$ cat src/rtl/nco_sched_pkg.sv
// Shared types and constants for the NCO frequency scheduler.
package nco_sched_pkg;

    localparam int unsigned NUM_W    = 32;
    localparam int unsigned HOLD_W   = 16;
    localparam int unsigned HOLD_MIN = 1;

    typedef enum logic [1:0] {
        IDLE,
        LOAD,
        RUN,
        DONE
    } state_t;

    typedef struct packed {
        logic [NUM_W-1:0]  num;
        logic [HOLD_W-1:0] hold;
    } entry_t;

endpackage

$ cat src/rtl/nco_sched_tbl.sv
// Step table: DEPTH entries, one synchronous write port, one asynchronous read port.
// A same-cycle write and read of one entry returns the old contents.
module nco_sched_tbl
    import nco_sched_pkg::*;
#(
    parameter int unsigned DEPTH = 8,
    parameter int unsigned AW    = 3
) (
    input  logic          clk,
    input  logic          wr_en,
    input  logic [AW-1:0] wr_addr,
    input  entry_t        wr_data,
    input  logic [AW-1:0] rd_addr,
    output entry_t        rd_data
);

    entry_t mem [DEPTH];

    // Table write; contents are deliberately not reset.
    always_ff @(posedge clk) begin
        if (wr_en) begin
            mem[wr_addr] <= wr_data;
        end
    end

    assign rd_data = mem[rd_addr];

endmodule

$ cat src/rtl/nco_freq_scheduler.sv
// Steps the NCO frequency word through a programmable table, holding each
// entry for a programmed number of clk_gen rising edges.
module nco_freq_scheduler
    import nco_sched_pkg::*;
#(
    parameter int unsigned DEPTH = 8,
    parameter int unsigned AW    = 3,
    parameter int unsigned CW    = HOLD_W
) (
    input  logic          clk,
    input  logic          rst,
    input  logic          wr_en,
    input  logic [AW-1:0] wr_addr,
    input  logic [31:0]   wr_num,
    input  logic [CW-1:0] wr_hold,
    input  logic          start,
    input  logic          stop,
    input  logic          loop_en,
    input  logic [AW-1:0] last_idx,
    input  logic          nco_tick,
    output logic [31:0]   num,
    output logic [AW-1:0] idx,
    output logic          busy,
    output logic          done
);

    state_t        state, state_nxt;
    logic [31:0]   num_nxt;
    logic [AW-1:0] idx_nxt;
    logic [CW-1:0] hold_cnt, hold_nxt;
    logic          tick_d;
    logic          rise;
    logic          enter_load;
    entry_t        wr_entry;
    entry_t        rd_entry;
    entry_t        ld_entry;

    assign wr_entry = '{num: wr_num, hold: HOLD_W'(wr_hold)};
    assign rise     = nco_tick & ~tick_d;
    assign busy     = (state == LOAD) || (state == RUN);
    assign done     = (state == DONE);

    // The table is read at the address being entered, in the cycle the FSM
    // decides to load, so a write landing in that same cycle is not seen.
    nco_sched_tbl #(
        .DEPTH (DEPTH),
        .AW    (AW)
    ) u_tbl (
        .clk     (clk),
        .wr_en   (wr_en),
        .wr_addr (wr_addr),
        .wr_data (wr_entry),
        .rd_addr (idx_nxt),
        .rd_data (rd_entry)
    );

    // State, datapath registers, tick edge detector and captured table entry.
    always_ff @(posedge clk) begin
        if (rst) begin
            state    <= IDLE;
            num      <= '0;
            idx      <= '0;
            hold_cnt <= '0;
            tick_d   <= 1'b0;
            ld_entry <= '0;
        end else begin
            state    <= state_nxt;
            num      <= num_nxt;
            idx      <= idx_nxt;
            hold_cnt <= hold_nxt;
            tick_d   <= nco_tick;
            if (enter_load) begin
                ld_entry <= rd_entry;
            end
        end
    end

    // Next-state and datapath update; stop overrides step end, which overrides start.
    always_comb begin
        state_nxt  = state;
        num_nxt    = num;
        idx_nxt    = idx;
        hold_nxt   = hold_cnt;
        enter_load = 1'b0;
        if (stop) begin
            state_nxt = IDLE;
            num_nxt   = '0;
            idx_nxt   = '0;
        end else begin
            case (state)
                IDLE: begin
                    num_nxt = '0;
                    if (start) begin
                        state_nxt  = LOAD;
                        idx_nxt    = '0;
                        enter_load = 1'b1;
                    end
                end
                LOAD: begin
                    num_nxt   = ld_entry.num;
                    hold_nxt  = (ld_entry.hold == '0) ? CW'(HOLD_MIN) : CW'(ld_entry.hold);
                    state_nxt = RUN;
                end
                RUN: begin
                    if (rise) begin
                        if (hold_cnt > CW'(HOLD_MIN)) begin
                            hold_nxt = hold_cnt - CW'(1);
                        end else if (idx != last_idx) begin
                            idx_nxt    = idx + AW'(1);
                            state_nxt  = LOAD;
                            enter_load = 1'b1;
                        end else if (loop_en) begin
                            idx_nxt    = '0;
                            state_nxt  = LOAD;
                            enter_load = 1'b1;
                        end else begin
                            state_nxt = DONE;
                            num_nxt   = '0;
                            idx_nxt   = '0;
                        end
                    end
                end
                DONE: begin
                    state_nxt = IDLE;
                    num_nxt   = '0;
                    idx_nxt   = '0;
                end
                default: begin
                    state_nxt = IDLE;
                end
            endcase
        end
    end

endmodule

$ cat config.mk
export PLATFORM = sky130hd
export DESIGN_NAME = nco_freq_scheduler
export DESIGN_NICKNAME = d
export VERILOG_FILES = /design/src/rtl/nco_sched_pkg.sv /design/src/rtl/nco_sched_tbl.sv /design/src/rtl/nco_freq_scheduler.sv
export SDC_FILE = /design/constraint.sdc
export NUM_CORES = 1
export LEC_CHECK = 0
export ABC_CLOCK_PERIOD_IN_PS = 6600
export CAP_MARGIN = 25
export CORE_MARGIN = 4
export CORE_UTILIZATION = 50
export DETAILED_ROUTE_END_ITERATION = 16
export GPL_TIMING_DRIVEN = 0
export PLACE_DENSITY = 0.68
export SETUP_SLACK_MARGIN = 0.02
export SLEW_MARGIN = 20
export SYNTH_ARGS = -nofsm -noshare
export SYNTH_HDL_FRONTEND = slang
export SYNTH_SLANG_ARGS = --single-unit
$ cat constraint.sdc
create_clock -name clk -period 6.6 [get_ports clk]
set_input_delay 1.32 -clock clk [delete_from_list [all_inputs] [get_ports clk]]
set_output_delay 1.32 -clock clk [all_outputs]
set_load 0.01 [all_outputs]
==> Word level (Yosys, flattened, before mapping) <==
Memories as Yosys holds them, arrays and structs flattened. A register that Yosys moved wholly into a read port is not among the register bits.
Index checks and enable logic that the tools add are counted.
{ "totals": {"regBits": 54, "ram_bits": 384, "input_bits": 61, "out_inout_bits": 37, "n_memories": 1} }
{ "mem_list": {"columns": ["name", "depth", "width", "rd", "rd_clocked_by_memory_dff", "wr", "line", "rtl"], "rows": [
  ["u_tbl.mem", 8, 48, 1, 1, 1, "nco_sched_tbl.sv:17", "entry_t mem [DEPTH];"]
]} }
{ "op_classes": {"add_sub_neg": 2, "n_lt_le_gt_ge": 1, "n_eq_ne": 10, "muxes": 30, "bitwise": 3, "n_reduce_logical": 9} }
{ "op_table": {"columns": ["operator", "count"], "rows": [
  ["$mux 32", 4],
  ["$pmux 32 s3", 1],
  ["$mux 16", 3],
  ["$pmux 16 s2", 1],
  ["$gt 16x1->1 const B", 1],
  ["$logic_not 16->1", 1],
  ["$sub 16x1->16 const B", 1],
  ["$mux 3", 5],
  ["$mux 2", 5],
  ["$ne 2x2->1 const B", 5],
  ["$pmux 3 s3", 1],
  ["$mux 1", 8],
  ["$pmux 2 s4", 1],
  ["$reduce_and 4->1", 2],
  ["$eq 2x2->1 const B", 2],
  ["$reduce_or 2->1", 2],
  ["$add 3x1->3 const B", 1],
  ["$ne 3x3->1", 1],
  ["$reduce_and 3->1", 1],
  ["$eq 2x1->1 const B", 1],
  ["$logic_not 2->1", 1],
  ["$ne 2x1->1 const B", 1],
  ["$not 1->1", 2],
  ["$pmux 1 s2", 1],
  ["other kinds (3)", 3]
]} }

==> Depth between registers and ports, before layout <==
{ "depth": {"word_depth": 6, "ltp_mapped": 13, "mapped_depth_nobuf": 9} }

==> By module <==
From an unflattened synthesis, not the netlist that was laid out.
{ "unflattened": {"hier_cells": 1127, "hier_area_um2": 19535.0} }
{ "modules_own_cells": {"columns": ["module", "instances", "cells_per_inst", "area_per_inst_um2"], "rows": [
  ["nco_sched_tbl", 1, 568, 14659.1],
  ["nco_freq_scheduler", 1, 559, 4875.9]
]} }

==> Worst setup path before layout <==
OpenSTA, ideal clock, no wires.
{ "synth_path": {"path_kind": "input -> register", "startpoint": "input port wr_addr[2]", "endpoint": "memory u_tbl.mem[0][0] (netlist name) (enable)", "arrival_ps": 4777, "setup_slack_ps": 1309, "stages": 2, "path_cell_list": "nand2b_1 > nor3_1"} }
{ "synth_rtl": {"columns": ["item", "line", "rtl"], "rows": [
  ["start: declaration", "nco_freq_scheduler.sv:13", "input logic [AW-1:0] wr_addr,"],
  ["end: declaration", "nco_sched_tbl.sv:17", null]
]} }
No word-level cell before the write port.

==> Worst setup path after layout <==
{ "layout_path": {"startpoint": "input port last_idx[0]", "endpoint": "register, netlist name ld_entry[34]"} }
{ "layout_between": {"elab_chain_cells": 6} }
{ "layout_rtl": {"columns": ["item", "line", "rtl"], "rows": [
  ["start: declaration", "nco_freq_scheduler.sv:19", "input logic [AW-1:0] last_idx,"],
  ["$ne 3x3->1 *", "nco_freq_scheduler.sv:108", "end else if (idx != last_idx) begin"],
  ["$mux 3 / $mux 1 (equally long branches)", "nco_freq_scheduler.sv:108", null],
  ["$mux 3 / $mux 1 (equally long branches)", "nco_freq_scheduler.sv:106", "if (hold_cnt > CW'(HOLD_MIN)) begin"],
  ["$mux 3 / $mux 1 (equally long branches)", "nco_freq_scheduler.sv:105", "if (rise) begin"],
  ["$pmux 3 s3 / $pmux 1 s2 (equally long branches)", "nco_freq_scheduler.sv:90", "case (state)"],
  ["$mux 3 / $mux 1 (equally long branches)", "nco_freq_scheduler.sv:85", "if (stop) begin"]
]} }
Every way passes the cells marked *; elsewhere a longest branch is shown, timed or not.
A chain may end at the register's enable or synchronous reset.

==> impl_metrics.py <==
metrics = {
    "run_status": {
        "status": "complete, no violations",
    },
    "setup_path": {
        "cp-start-kind": "primary input",
        "path_class": "primary input to register",
        "cp.arrival_ns": 4.58,
        "rrSetupSlack_ns": 2.87,
        "end_kind": "register",
        "worstPathMaxFanout": 10,
        "cp.required_ns": 7.11,
    },
    "timing": {
        "setup_tns_ns": 0,
        "period_minus_slack_ns": 4.076,
        "setup_viol": 0,
        "worstMarginPinSlew_ns": 0.9359,
        "final_max_slew_viol_count": 0,
        "fmax_ghz": 0.2454,
        "skew_ns": 0.01612,
        "hold_viol_final": 0,
        "whs_ns": 0.4483,
        "grt_setup_unrepaired": "no",
        "min_period_over_period_pct": 61.75,
        "slew_headroom_pct": 37.61,
    },
    "global_routing": {
        "antenna_found_initial": 1,
        "grtUsageTotal_pct": 23.42,
        "grt_pass1_vias": 12640,
        "grt_max_degree": 23,
        "grt_overflow_total": 0,
        "grt_pass1_wl_um": 75400,
    },
    "power": {
        "p_sw_share_pct": 21.12,
        "ir_drop_mv": 0.1805,
        "cellPowerDensity_nw_per_um2": 278.3,
        "switchingPower_uw": 1345,
        "power_frac_comb_pct": 5.1,
        "p_seq_share_pct": 54.2,
        "clkPwrFrac_pct": 40.7,
        "p_leak_uw": 0.007122,
        "p_int_uw": 5025,
    },
    "routing": {
        "firstDrtPassIters": 5,
        "antenna_left": 0,
        "vias": 12840,
        "viasPerCell": 6.022,
        "drt_iter0_drc": 1382,
        "drt_wl_total_um": 49740,
        "drc": 0,
        "avgRoutedWirePerCell_um": 23.33,
    },
    "cts": {
        "holdBufCountCts": 0,
        "cts-buffers-inserted": 47,
        "clock-sinks": 486,
        "clk_pin_slew_ns": 0.06,
        "cts_tree": "built",
        "post_cts_buffers": 0,
        "cts-root-buf": "clkbuf_16",
        "cts_resized": 0,
        "cts_buffer_depth": 3,
        "htree_num_levels": 2,
        "worstSkewPairLatency_ns": 0.57,
    },
    "finish": {
        "final_cells": 2132,
        "final_nets": 1649,
        "area_growth_syn_to_layout_pct": 18.46,
        "fill_cells": 2919,
        "final_common_cell": "edfxtp_1",
        "layout_common_cells": "edfxtp_1 (384), nor2_1 (157), dfxtp_1 (102), a211oi_1 (100), clkdlybuf4s50_1 (97)",
        "drive_above_1_share_pct": 10.00,
    },
    "floorplan": {
        "initial_core_util_pct": 50.94,
        "die_h_um": 204.6,
        "num_io_pins": 98,
        "std_cell_rows": 71,
        "core_um2": 37930,
        "fp.dieW_um": 204.6,
        "die_area_um2": 41860,
    },
    "synthesis": {
        "synth-edff-count": 384,
        "synth.distinct_cells": 60,
        "synth_warnings": 0,
        "synthArstFlopShare_pct": 0,
        "avgSynthCellArea_um2": 13.71,
        "seq_area_frac_synth_pct": 70.24,
        "netlist_area_um2": 19320,
        "synthFlopType": "edfxtp_1",
        "ys_ff_latch": 486,
        "syn_nets": 1477,
        "synth_cells": 1409,
    },
    "placed_design": {
        "gp_congestion": 0.9115,
        "dpl.hpwl_um": 32830,
        "io_buffers": 97,
        "place_inst": 2043,
    },
    "flow_run": {
        "cap_violations": 0,
    },
    "worst_hold_path": {
        "min_path_type": "register to register",
    },
}
[synth_stat cells, types with 4 or more instances]
| cell | n | share of area, % |
|---|---|---|
| nand2b_1 | 8 | 0.26 |
| edfxtp_1 | 384 | 60 |
| nand2_1 | 63 | 1.2 |
| inv_1 | 9 | 0.17 |
| dfxtp_1 | 102 | 11 |
| nor2_1 | 163 | 3.2 |
| o22ai_1 | 6 | 0.19 |
| a21oi_1 | 51 | 1.3 |
| o32ai_2 | 10 | 0.84 |
| or4_1 | 5 | 0.19 |
| o32ai_1 | 35 | 1.6 |
| nor4_1 | 4 | 0.13 |
| nor3_1 | 55 | 1.4 |
| o31a_1 | 45 | 2.0 |
| o21ai_0 | 55 | 1.4 |
| buf_4 | 11 | 0.43 |
| o31ai_1 | 5 | 0.19 |
| nand4_1 | 5 | 0.16 |
| buf_2 | 24 | 0.62 |
| a211oi_1 | 100 | 3.9 |
| a22oi_1 | 4 | 0.16 |
| mux2i_1 | 93 | 4.8 |
| o21bai_1 | 6 | 0.23 |
| nand3_1 | 37 | 0.96 |
| ha_1 | 7 | 0.45 |
| clkbuf_1 | 65 | 1.3 |
| a21o_1 | 4 | 0.16 |
[flip-flops by register name (all words and copies together) (netlist names)]
signal,cells
state,2
u_tbl.mem,384
ld_entry,48
num,32
hold_cnt,16
tick_d,1
idx,3
[final timing paths]
path                     from      endpoint  cells past startpoint
setup reg to reg     state[1]  ld_entry[34]                     11
hold / removal        num[20]       num[20]                      2
hold reg to reg       num[20]       num[20]                      2
setup / recovery  last_idx[0]  ld_entry[34]                      9
[critical path: stages]
cell	delay, ns
clkdlybuf4s50_1	0.42
xor2_1	0.19
o311a_1	0.45
and3_1	0.23
a211oi_4	0.60
clkbuf_1	0.63
o21ai_0	0.21
a211oi_1	0.34
o31a_1	0.17
[cells by family after synthesis]
logic type | after synthesis | share of synthesized area, %
AO/OA/AOI/OAI | 343 | 13.12
XOR/XNOR | 3 | 0.1360
adder cells (fa/ha/maj) | 7 | 0.4532
buffers and inverters | 115 | 2.719
flip-flops | 486 | 70.24
multiplexers | 96 | 4.992
AND/OR/NAND/NOR | 359 | 8.340
[cell type report]
type | instances | area [µm²] | area share [%]
repair buffers | 123 | 1373 | 5.996
clock buffers | 79 | 1408 | 6.149
diodes | 1 | 2.502 | 0.01093
plain buffers | 106 | 491.7 | 2.148
flip-flops and latches | 486 | 13570 | 59.29
multi-input cells | 808 | 5280 | 23.07
clock inverters | 9 | 90.09 | 0.3936
well taps | 511 | 639.4 | 2.793
inverters | 9 | 33.78 | 0.1476
[through the flow]
| stage | util, % | power (µW) | setup WS, ns | area (µm²) |
|---|---|---|---|---|
| after floorplan | - | 3674 | 1.309 | 19320 |
| after global placement | 55.19 | 3817 | -2.270 | 20930 |
| after detailed placement | 56.39 | 3838 | 1.970 | 21390 |
| after CTS | 60.34 | 6391 | 2.568 | 22890 |
| after global routing | 60.35 | 6575 | 2.436 | 22890 |
| final | 60.35 | 6370 | 2.524 | 22890 |
[power by group through the flow]
stage | combinational [µW] | clock [µW] | sequential [µW]
after floorplan | 169 | 0 | 3510
after global placement | 297 | 0 | 3520
after global routing | 356 | 2760 | 3460
after detailed placement | 323 | 0 | 3520
after CTS | 324 | 2620 | 3450
final | 326 | 2590 | 3450
[metal layers]
| layer | up-vias | wire length, µm | GRT usage, % | part of all wire (%) |
|---|---|---|---|---|
| li1 | 5805 | - | - | - |
| met1 | 6332 | 21370 | 33.71 | 43 |
| met2 | 598 | 23100 | 37.06 | 46 |
| met3 | 103 | 4094 | 3.863 | 8.2 |
| met4 | 0 | 1173 | 7.131 | 2.4 |
| met5 | - | 0 | 0 | 0 |
(Power assumes the default switching activity.)
==> edit (same flow settings) <==
Encoding of `state_t`: now one-hot (4 bits for 4 states).
--- a/src/rtl/nco_sched_pkg.sv
+++ b/src/rtl/nco_sched_pkg.sv
@@ -5,11 +5,11 @@
     localparam int unsigned HOLD_W   = 16;
     localparam int unsigned HOLD_MIN = 1;
 
-    typedef enum logic [1:0] {
-        IDLE,
-        LOAD,
-        RUN,
-        DONE
+    typedef enum logic [3:0] {
+        IDLE = 4'b0001,
+        LOAD = 4'b0010,
+        RUN  = 4'b0100,
+        DONE = 4'b1000
     } state_t;
 
     typedef struct packed {
Formal check against the unedited RTL: same outputs for any inputs over 4 cycles, from zero or initial values and one cycle with rst high; so few cycles prove little.
==> edit against the unedited design <==
- wire length increased by 3.3%
- highest routed layer is now met5
- largest power group unchanged
- combinational power shrank 17%
- setup slack worse by 260 ps
- synthesized area up 2.7%
- via count up 2.0%
- global-route usage barely moved
- largest cell class unchanged
- count of clock-buffer cells in the layout decreased by 3
- sequential cell count up 2
- cell area up 3.5%
- total power grew 4.0%
- die area increased by 2.6%
- clock power is 12% higher
==> edit: results (changes against the unedited design) <==
run status finished, final reports clean; Post-Route WL 51.4 mm (+3.3%); slowest stage cell on the critical path a211oi_2; mux cell area share after synthesis 8.56% (+3.6 points); worst-margin pin slew 994 ps (+58.0 ps); placed cells 2071 (+1.4%); fillers 2961 (+1.4%); Metal-1 WL 21.9 mm (+2.3%); first-pass GRT wire length 78.7 mm (+4.4%); initial antenna violation count 4 (+3); register area share after synthesis 68.6% (-1.7 points); top sig layer met5; via count of the routed design 13100 (+2.0%); HPWL Detailed 35.1 mm (+6.8%); nets 1670 (+1.3%); Synth Area in Adders 0.189% (-0.26 points); fraction of final layout cells sized beyond drive strength 1 12.8% (+2.8 points); DP Worst Slack 1810 ps (-155 ps); worst-case clock skew 14.6 ps (-1.53 ps); Compound-Gate Fraction of Synth Area 11.6% (-1.6 points); number of H-tree levels 2 (unchanged); clock root cell clkbuf_16; post-synthesis async set-or-reset flop share 0% (unchanged); ranking of synthesized cells by area edfxtp_1, dfxtp_1, mux2_1; Num CTS Buffers 50 (+6.4%); Post-synth EDFFs 384 (unchanged); post-cts resize count 0 (unchanged); Worst Path Arrival 4790 ps (+210 ps); Largest regs u_tbl.mem: 384 flops, ld_entry: 48 flops, num: 32 flops; metal2 WL 23.6 mm (+2.1%); Worst-Skew Late Latency just under 600 ps; fin cells 2168 (+1.7%); drt pass-1 iters 6 (+1); PortBufs 97 (unchanged); dpl cell area 22000 um2 (+2.6%); largest net degree at the start of global routing 21 (-8.7%); GPL Wtd Cong 0.904 (-0.83%); Mapped Avg Cell Area 13.9 um2 (+1.3%); CTS max path bufs 3 (unchanged); Syn. warnings 0 (unchanged); Static Leak 7.54 nW (+5.9%); WL met3 4.38 mm (+6.9%); Crit path largest cell delay 760 ps (+130 ps); Max VDD drop 0.237 mV (+32%); Cell variety after synth 62 (+3.3%); Hold Crit Class reg -> reg; DR iter-0 viols 1222 (-12%); postcts setup bufs 0 (unchanged); most frequent cells after synthesis edfxtp_1, dfxtp_1, nand2_1, a211oi_1, mux2_1; syn nets 1493 (+1.1%); clk slew on worst S/H paths 60 ps (about the same); GRT Resource Usage Total 23.4% (about the same); XOR/XNOR share of the synthesized area 0.221% (+0.085 points)
edit: logic make-up (layout without fill, tap and decap cells):
kind of cell             after synthesis  in the layout
flip-flops                           488            488
XOR/XNOR                               5              5
adder cells (fa/ha/maj)                3              3
AND/OR/NAND/NOR                      325            325
other                                  0              2
AO/OA/AOI/OAI                        338            338
multiplexers                         153            153
buffers and inverters                117            336
edit: through the flow:
step,total power [mW],hold WS (ps)
detailed placement,3.77,446
finish,6.63,453
CTS,6.65,453
global placement,3.75,440
global route,6.82,466
floorplan,3.62,430
edit: cell type report:
class | instances | area [um2] | share of cell area [%]
diodes | 2 | 5.00 | 0.0211
plain buffers | 110 | 489 | 2.06
clock buffers | 76 | 1570 | 6.60
clock inverters | 18 | 166 | 0.702
inverters | 7 | 26.3 | 0.111
multi-input cells | 824 | 5800 | 24.5
flip-flops and latches | 488 | 13600 | 57.4
well taps | 518 | 648 | 2.73
repair buffers | 125 | 1390 | 5.87
edit: critical path: cells and delay by family:
kind                   cells  cell delay (ps)
AOI/OAI and AO/OA          4             1520
buffers and inverters      2             1040
muxes                      1              380
and+or+nand+nor            2              510
edit: power by group:
group,internal [mW],switching (mW),leakage [nW]
sequential,3.41,0.0321,4.33
combinational,0.100,0.171,2.35
clock,1.75,1.16,0.858
edit: final timing paths:
kind                                to                      start  cells past startpoint  slack, ps
max          ld_entry[18]$_SDFFE_PP0P_                   nco_tick                      9       2260
min          ld_entry[19]$_SDFFE_PP0P_  ld_entry[19]$_SDFFE_PP0P_                      2        450
max reg2reg  ld_entry[18]$_SDFFE_PP0P_   hold_cnt[0]$_SDFFE_PP0P_                     11       2660
min reg2reg  ld_entry[19]$_SDFFE_PP0P_  ld_entry[19]$_SDFFE_PP0P_                      2        450
edit: routing by layer:
| layer | vias up | GRT usage (%) |
|---|---|---|
| met1 | 6431 | 32.5 |
| met5 | - | 0 |
| met3 | 105 | 6.01 |
| met4 | 4 | 7.96 |
| met2 | 592 | 36.4 |
| li1 | 5967 | - |
